**config.mk**
```make
export PLATFORM = sky130hd
export DESIGN_NAME = dp_data_mem_port
export DESIGN_NICKNAME = d
export VERILOG_FILES = /design/src/rtl/dp_data_mem_port.sv
export SDC_FILE = /design/constraint.sdc
export NUM_CORES = 2
export LEC_CHECK = 0
export ABC_AREA = 1
export CORE_MARGIN = 2
export CORE_UTILIZATION = 32
export CTS_CLUSTER_SIZE = 30
export DETAILED_ROUTE_END_ITERATION = 8
export GPL_TIMING_DRIVEN = 1
export PLACE_DENSITY_LB_ADDON = 0.05
export SYNTH_ARGS = -nofsm -noshare
export SYNTH_HDL_FRONTEND = slang
export SYNTH_SLANG_ARGS = --single-unit
```
**constraint.sdc**
```tcl
create_clock -name clk -period 8.7 [get_ports clk]
set_input_delay 1.305 -clock clk [delete_from_list [all_inputs] [get_ports clk]]
set_output_delay 1.305 -clock clk [all_outputs]
set_load 0.01 [all_outputs]
```
**src/rtl/dp_data_mem_port.sv**
```systemverilog
// Data-memory responder: word RAM behind a fixed wait-state valid/ready port.
// Define MEM_ALIGN_CHECK_EN to add err_out and misaligned/out-of-range faulting.
module dp_data_mem_port #(
    parameter int ADDR_W      = 6,
    parameter int WAIT_CYCLES = 2
) (
    input  logic        clk,
    input  logic        rst,
    input  logic        req_valid,
    input  logic        req_write,
    input  logic [31:0] addr_in,
    input  logic [31:0] wdata_in,
    output logic        req_ready,
    output logic        resp_valid,
    output logic [31:0] data_out
`ifdef MEM_ALIGN_CHECK_EN
    ,
    output logic        err_out
`endif
);

    localparam int          DEPTH    = 2 ** ADDR_W;
    localparam logic [3:0]  CNT_INIT = 4'(WAIT_CYCLES);
    localparam logic [31:0] HI_MASK  = ~((32'd1 << (ADDR_W + 2)) - 32'd1);

    typedef enum logic [1:0] {
        S_IDLE,
        S_WAIT,
        S_DONE
    } state_t;

    state_t              state_q, state_d;
    logic [3:0]          cnt_q, cnt_d;
    logic [ADDR_W-1:0]   idx_q, idx_d;
    logic                write_q, write_d;
    logic [31:0]         wdata_q, wdata_d;
    logic [31:0]         dout_q, dout_d;
    logic                err_q, err_d;

    logic [31:0]         mem_q [DEPTH];

    logic [ADDR_W-1:0]   acc_idx;
    logic                acc_write;
    logic [31:0]         acc_wdata;
    logic                acc_fault;
    logic                commit;
    logic                mem_we;

    // With zero wait states the access commits on the accepting edge,
    // so the live request is used there instead of the latched copy.
    assign acc_idx   = (state_q == S_IDLE) ? addr_in[ADDR_W+1:2] : idx_q;
    assign acc_write = (state_q == S_IDLE) ? req_write : write_q;
    assign acc_wdata = (state_q == S_IDLE) ? wdata_in : wdata_q;

`ifdef MEM_ALIGN_CHECK_EN
    logic fault_q, fault_d;
    logic in_fault;

    assign in_fault  = (addr_in[1:0] != 2'b00) ||
                       ((addr_in & HI_MASK) != 32'h0);
    assign acc_fault = (state_q == S_IDLE) ? in_fault : fault_q;

    always_ff @(posedge clk or posedge rst) begin
        if (rst) begin
            fault_q <= 1'b0;
        end else begin
            fault_q <= fault_d;
        end
    end

    always_comb begin
        fault_d = fault_q;
        if (state_q == S_IDLE && req_valid) begin
            fault_d = in_fault;
        end
    end

    assign err_out = err_q;
`else
    logic unused_addr;

    assign unused_addr = ^{addr_in[31:ADDR_W+2], addr_in[1:0], HI_MASK[0]};
    assign acc_fault   = 1'b0;
`endif

    always_comb begin
        state_d = state_q;
        cnt_d   = cnt_q;
        idx_d   = idx_q;
        write_d = write_q;
        wdata_d = wdata_q;
        unique case (state_q)
            S_IDLE: begin
                if (req_valid) begin
                    idx_d   = addr_in[ADDR_W+1:2];
                    write_d = req_write;
                    wdata_d = wdata_in;
                    cnt_d   = CNT_INIT;
                    state_d = (WAIT_CYCLES > 0) ? S_WAIT : S_DONE;
                end
            end
            S_WAIT: begin
                cnt_d = cnt_q - 4'd1;
                if (cnt_q <= 4'd1) begin
                    state_d = S_DONE;
                end
            end
            S_DONE: begin
                state_d = S_IDLE;
            end
            default: begin
                state_d = S_IDLE;
            end
        endcase
    end

    assign commit = (state_d == S_DONE) && (state_q != S_DONE);
    assign mem_we = commit && acc_write && !acc_fault && !rst;

    always_comb begin
        dout_d = dout_q;
        err_d  = commit && acc_fault;
        if (commit && !acc_write) begin
            dout_d = acc_fault ? 32'h0 : mem_q[acc_idx];
        end
    end

    always_ff @(posedge clk or posedge rst) begin
        if (rst) begin
            state_q <= S_IDLE;
            cnt_q   <= 4'd0;
            idx_q   <= '0;
            write_q <= 1'b0;
            wdata_q <= 32'h0;
            dout_q  <= 32'h0;
            err_q   <= 1'b0;
        end else begin
            state_q <= state_d;
            cnt_q   <= cnt_d;
            idx_q   <= idx_d;
            write_q <= write_d;
            wdata_q <= wdata_d;
            dout_q  <= dout_d;
            err_q   <= err_d;
        end
    end

    // RAM contents survive reset.
    always_ff @(posedge clk) begin
        if (mem_we) begin
            mem_q[acc_idx] <= acc_wdata;
        end
    end

    assign req_ready  = (state_q == S_IDLE);
    assign resp_valid = (state_q == S_DONE);
    assign data_out   = dout_q;

endmodule

```
* Word level (Yosys, flattened, before mapping) *
Memories as Yosys holds them, arrays and structs flattened. A register that Yosys moved wholly into a read port is not among the register bits.
Cells that the tools add are included.

operators by class
  eq/ne operators = 5
  magnitude comparators = 1
  $add $sub $neg = 1
  multiplexer cells = 10
  reduce and logical (&&, ||, !) cells = 10

operators with widths
  kind                                                 number
  two-way mux 32 bit                                   1
  case mux 4 bit (2 select lines)                      1
  two-way mux 6 bit                                    1
  == test 2 bit, second input constant                 2
  <= comparator 4 x 1 -> 1 bit, second input constant  1
  logical AND 1 bit                                    4
  two-way mux 2 bit                                    2
  two-way mux 4 bit                                    1
  inequality test 2 bit, second input constant         2
  case mux 2 bit (2 select lines)                      1
  AND reduction 2 bit                                  2
  subtractor 4 x 1 -> 4 bit, second input constant     1
  two-way mux 1 bit                                    3
  == test 2 x 1 -> 1 bit, second input constant        1
  zero test 1 bit                                      2
  zero test 2 bit                                      1
  nonzero test 2 bit                                   1

word-level totals
  bits in registers = 45
  RAM bits = 2,048
  memories kept = 1
  input bits = 68
  word-level logic and storage cells = 33
  output and inout bits = 34

memories
  name   words  width  rd ports  clocked after memory_dff  write ports  line  source
  mem_q  64     32     1         1                         1            40    logic [31:0] mem_q [DEPTH];

* Longest topological paths before layout *
  depth in word-level cells = 9
  depth in mapped cells = 16
  depth with buffers taken out = 13

* Worst setup path before layout *
No wires, ideal clock.

  path kind = input to register
  from = input port wdata_in[0]
  to = memory mem_q[0][0], data pin
  stages on the path = 2
  required time = 7,998 ps
  arrival = 3,873 ps
  path buffers = 0
  slack = 4,125 ps
  library setup time = 702 ps
  path through = inv_1 > o21ai_0

between the ends
  longest elaborated chain between the ends = 1

RTL lines
  item                line  source
  start, declared     12    input logic [31:0] wdata_in,
  two-way mux 32 bit  53    assign acc_wdata = (state_q == S_IDLE) ? wdata_in : wdata_q;
  via acc_wdata[0]    44    logic [31:0] acc_wdata;
  end, declared       40

The timed path passes the listed nets, and every way through them passes these cells.

* Worst setup path in the final report *
  from = register state_q[0]
  to = register dout_q[21], in the netlist data_out[21], read port of mem_q

between the ends
  longest elaborated chain between the ends = 5
  elaborated cells between the ends (all ways) = 12
  those cells by class = 3 x eq/ne; 5 x mux; 4 x reduce/logical

RTL lines
  item                                            line  source
  start, declared                                 32    state_t state_q, state_d;
  start signal, assigned                          138   state_q <= state_d;
  == test 2 x 1 -> 1 bit (tied with other cells)  92    unique case (state_q)
  case mux 2 bit (2 select lines)                 92
  == test 2 bit                                   117   assign commit = (state_d == S_DONE) && (state_q != S_DONE);
  logical AND 1 bit                               117
  logical AND 1 bit                               123   if (commit && !acc_write) begin
  end, declared                                   37    logic [31:0] dout_q, dout_d;

Parallel ways exist; a longest one is shown, timed or not.
A chain may end at the register's enable or synchronous reset.

==> results.py <==
metrics = {
    "place": {
        "place.gp.congestion": 0.766,
        "dpl.hpwl_um": 165000,
        "dp_slack_ps": 2760,
        "port_buffers": 75,
    },
    "synth": {
        "yosys.area.top_type": "edfxtp_1",
        "yosysWarnings": 0,
        "synth_seq_cells": 2125,
        "synth_xor_area_share_pct": 0.00968,
        "synth_edf_count": 2048,
        "synth_compound_area_share_pct": 4.20,
        "syn-cell-area_um2": 90500,
        "synth_cell_types": 39,
        "synthesis.nets": 8481,
        "synth-async-reset-ratio_pct": 3.62,
        "synth_top_family_by_area": "simple AND/OR/NAND/NOR gates",
        "synth_ff_type": "edfxtp_1",
        "ys_seq_area_share_pct": 70.1,
        "synthTopCellsByArea": "edfxtp_1, nand2_1, inv_1, nand3_1, o211ai_1",
        "synth-simple-area-share_pct": 15.9,
        "syn_inst": 8411,
        "synthMuxAreaShare_pct": 0.0111,
        "synth_top_area_share_pct": 68.0,
        "avgSynthCellArea_um2": 10.8,
        "synthAdderAreaFrac_pct": 0.0277,
    },
    "clock_tree": {
        "cts_buffer_depth": 4,
        "cts_root_buffer": "clkbuf_16",
        "clkLatencyLatePin_ps": 850,
        "cts_resized": 0,
        "cts.clk_slew.worst_paths_ps": 60,
        "cts.sinks": 2125,
        "numCtsBuffers": 268,
        "cts_tree": "built",
        "cts_hold_buf": 0,
        "cts_setup_buffers": 0,
        "cts.htree.levels": 5,
    },
    "flow_run": {
        "cap_violations": 0,
    },
    "sta": {
        "min_period_ps": 4920,
        "setup_violations": 0,
        "worstMarginPinSlew_ps": 1270,
        "period_share_pct": 56.5,
        "finalMaxSlewViolations": 0,
        "hold_violations": 0,
        "fin_ws_ps": 3780,
        "grt_setup_unrepaired": "false",
        "clock.fmax_mhz": 203,
        "relSlewSlack_pct": 15.0,
        "tns_ps": 0,
        "finalClockSkew_ps": 49.8,
    },
    "worst_setup_path": {
        "cp.arrival_ps": 5640,
        "path_cells": "nor2_4 > buf_4 > nand2_1 > nand2_4 > buf_4 > buf_12 > nand2_1 > o211ai_1 > nand2_1 > nor2_1 > nor2_1 > nor2_1 > nand3_1 > nand2_1 > inv_1",
        "path_common_cell": "nand2_1",
        "cp-end-kind": "flop",
        "r2r-start": "state_q[0]$_DFF_PP0_",
        "required_ps": 9420,
        "critPathSlowestCell": "nor2_1",
        "max_stage_delay_ps": 690,
        "crit_path_max_fanout": 176,
        "worst_path_dominant_cell_family": "simple AND/OR/NAND/NOR gates",
        "r2r_slack_ps": 3780,
        "start_kind": "flop",
        "regToRegEndpoint": "data_out[21]$_DFFE_PP0P_",
        "critical_path_class": "reg2reg",
        "ff2ff_path_depth": 15,
        "cp_num_buf_inv": 4,
    },
    "min_path": {
        "hold_start": "wdata_q[7]$_DFFE_PP0P_",
        "hold_class": "reg2reg",
        "hold_depth": 2,
        "worstHoldEndpoint": "wdata_q[7]$_DFFE_PP0P_",
    },
    "route": {
        "routedWlPerCell_um": 24.2,
        "ant_nets": 0,
        "drtIter0Drc": 4838,
        "vias": 57200,
        "wl_um": 302000,
        "via_per_inst": 4.58,
        "drc": 0,
        "dr.pass1.iters": 5,
    },
    "outcome": {
        "outcome": "finished clean",
    },
    "layout": {
        "layout_common_cells": "nand2_1, edfxtp_1, inv_1",
        "final_net_count": 8619,
        "finish.utilization_pct": 37.0,
        "drive_gt1_share_pct": 7.69,
        "multiInputGateArea_um2": 19100,
        "register_area_um2": 63400,
        "fillCellCount": 27700,
        "area_growth_pct": 15.2,
        "mostFrequentLayoutCell": "nand2_1",
    },
    "floorplanning": {
        "dieWidth_um": 536,
        "rows": 195,
        "start_util_pct": 32.1,
        "die_h_um": 536,
        "dieArea_um2": 287000,
        "design.core.area_um2": 282000,
        "ios": 102,
    },
    "global_routing": {
        "gr-total-overflow": 0,
        "grt_pass1_vias": 53500,
        "grt_max_degree": 177,
        "grt_pass1_wl_um": 421000,
        "grt_usage_pct": 20.9,
        "antenna_found_initial": 41,
    },
    "power_and_ir_drop": {
        "leakagePower_nw": 42.9,
        "power_mw": 40.6,
        "p_per_area_nw_per_um2": 389,
        "ir_worst_vdd_uv": 365,
    },
}
## sequential cells by signal (all words and copies together) (netlist names)
register / flops
idx_q: 6
state_q: 2
data_out: 32
wdata_q: 32
mem_q: 2048
write_q: 1
cnt_q: 4
## worst min-delay path, delay by kind of cell (launching register included)
family	cells	cell delay, ps
AO/OA/AOI/OAI	1	60
flip-flops	1	340
AND/OR/NAND/NOR	1	50
## how the worst max path moves through the flow
stage                              start                       end  cells after the start
finish              state_q[0]$_DFF_PP0_  data_out[21]$_DFFE_PP0P_                     15
global route        state_q[0]$_DFF_PP0_  data_out[26]$_DFFE_PP0P_                     15
CTS                                  rst   mem_q[31][10]$_DFFE_PP_                      5
detailed placement                   rst   mem_q[31][27]$_DFFE_PP_                      5
global placement                     rst   mem_q[31][19]$_DFFE_PP_                      5
floorplan                    wdata_in[0]     mem_q[0][0]$_DFFE_PP_                      2
## cell type report
class                   count  area share, %
diodes                     10         0.0240
clock buffers             376           7.14
clock inverters            79          0.506
inverters                1789           6.45
multi-input cells        4110           18.4
flip-flops and latches   2125           60.8
well taps                3743           4.49
repair buffers            255           2.18
## per-stage QoR
stage / cells / hold slack [ps] / instance area, um2
4_1_cts: 12500 / 488 / 104000
6_report: 12500 / 483 / 104000
3_5_place_dp: 12000 / 473 / 96300
3_3_place_gp: 12000 / 466 / 96300
2_1_floorplan: 8411 / 450 / 90500
5_1_grt: 12500 / 511 / 104000
## logic make-up after synthesis
kind of cell,after synthesis
muxes,1
xor gates and xnor gates,1
buffers and inverters,2176
adders and majority gates,2
AOI/OAI and AO/OA,585
and+or+nand+nor,3521
DFF,2125
## synth_stat cells (2+ instances only)
| library cell | instances |
|---|---|
| nand2_1 | 2394 |
| edfxtp_1 | 2048 |
| inv_1 | 1780 |
| nand3_1 | 724 |
| o211ai_1 | 334 |
| nor2_1 | 325 |
| buf_2 | 290 |
| o21ai_1 | 139 |
| o21ai_0 | 103 |
| dfrtp_1 | 77 |
| buf_4 | 43 |
| clkbuf_1 | 37 |
| or2_2 | 32 |
| nand4_1 | 26 |
| buf_6 | 13 |
| a21oi_1 | 4 |
| inv_2 | 4 |
| nand2_2 | 4 |
| nor2_4 | 4 |
| buf_1 | 3 |
| nor3_4 | 3 |
| o21ai_4 | 3 |
| clkinv_1 | 2 |
| clkinv_2 | 2 |
| ha_1 | 2 |
| nand3_4 | 2 |
## metal layers
layer	routed length, um	share of wire, %	global-route usage [%]
met4	10100	3.4	6.98
met2	134000	44	32.1
met5	93	0.031	0
met1	143000	47	29.9
met3	15100	5.0	3.31
## report_power, final
group          internal, mW  switching [mW]  total (mW)
registers              13.5           0.151        13.6
clock network          6.09            4.31        10.4
logic                  3.44            13.1        16.5
Note: power is estimated with default switching activity, not from simulation.
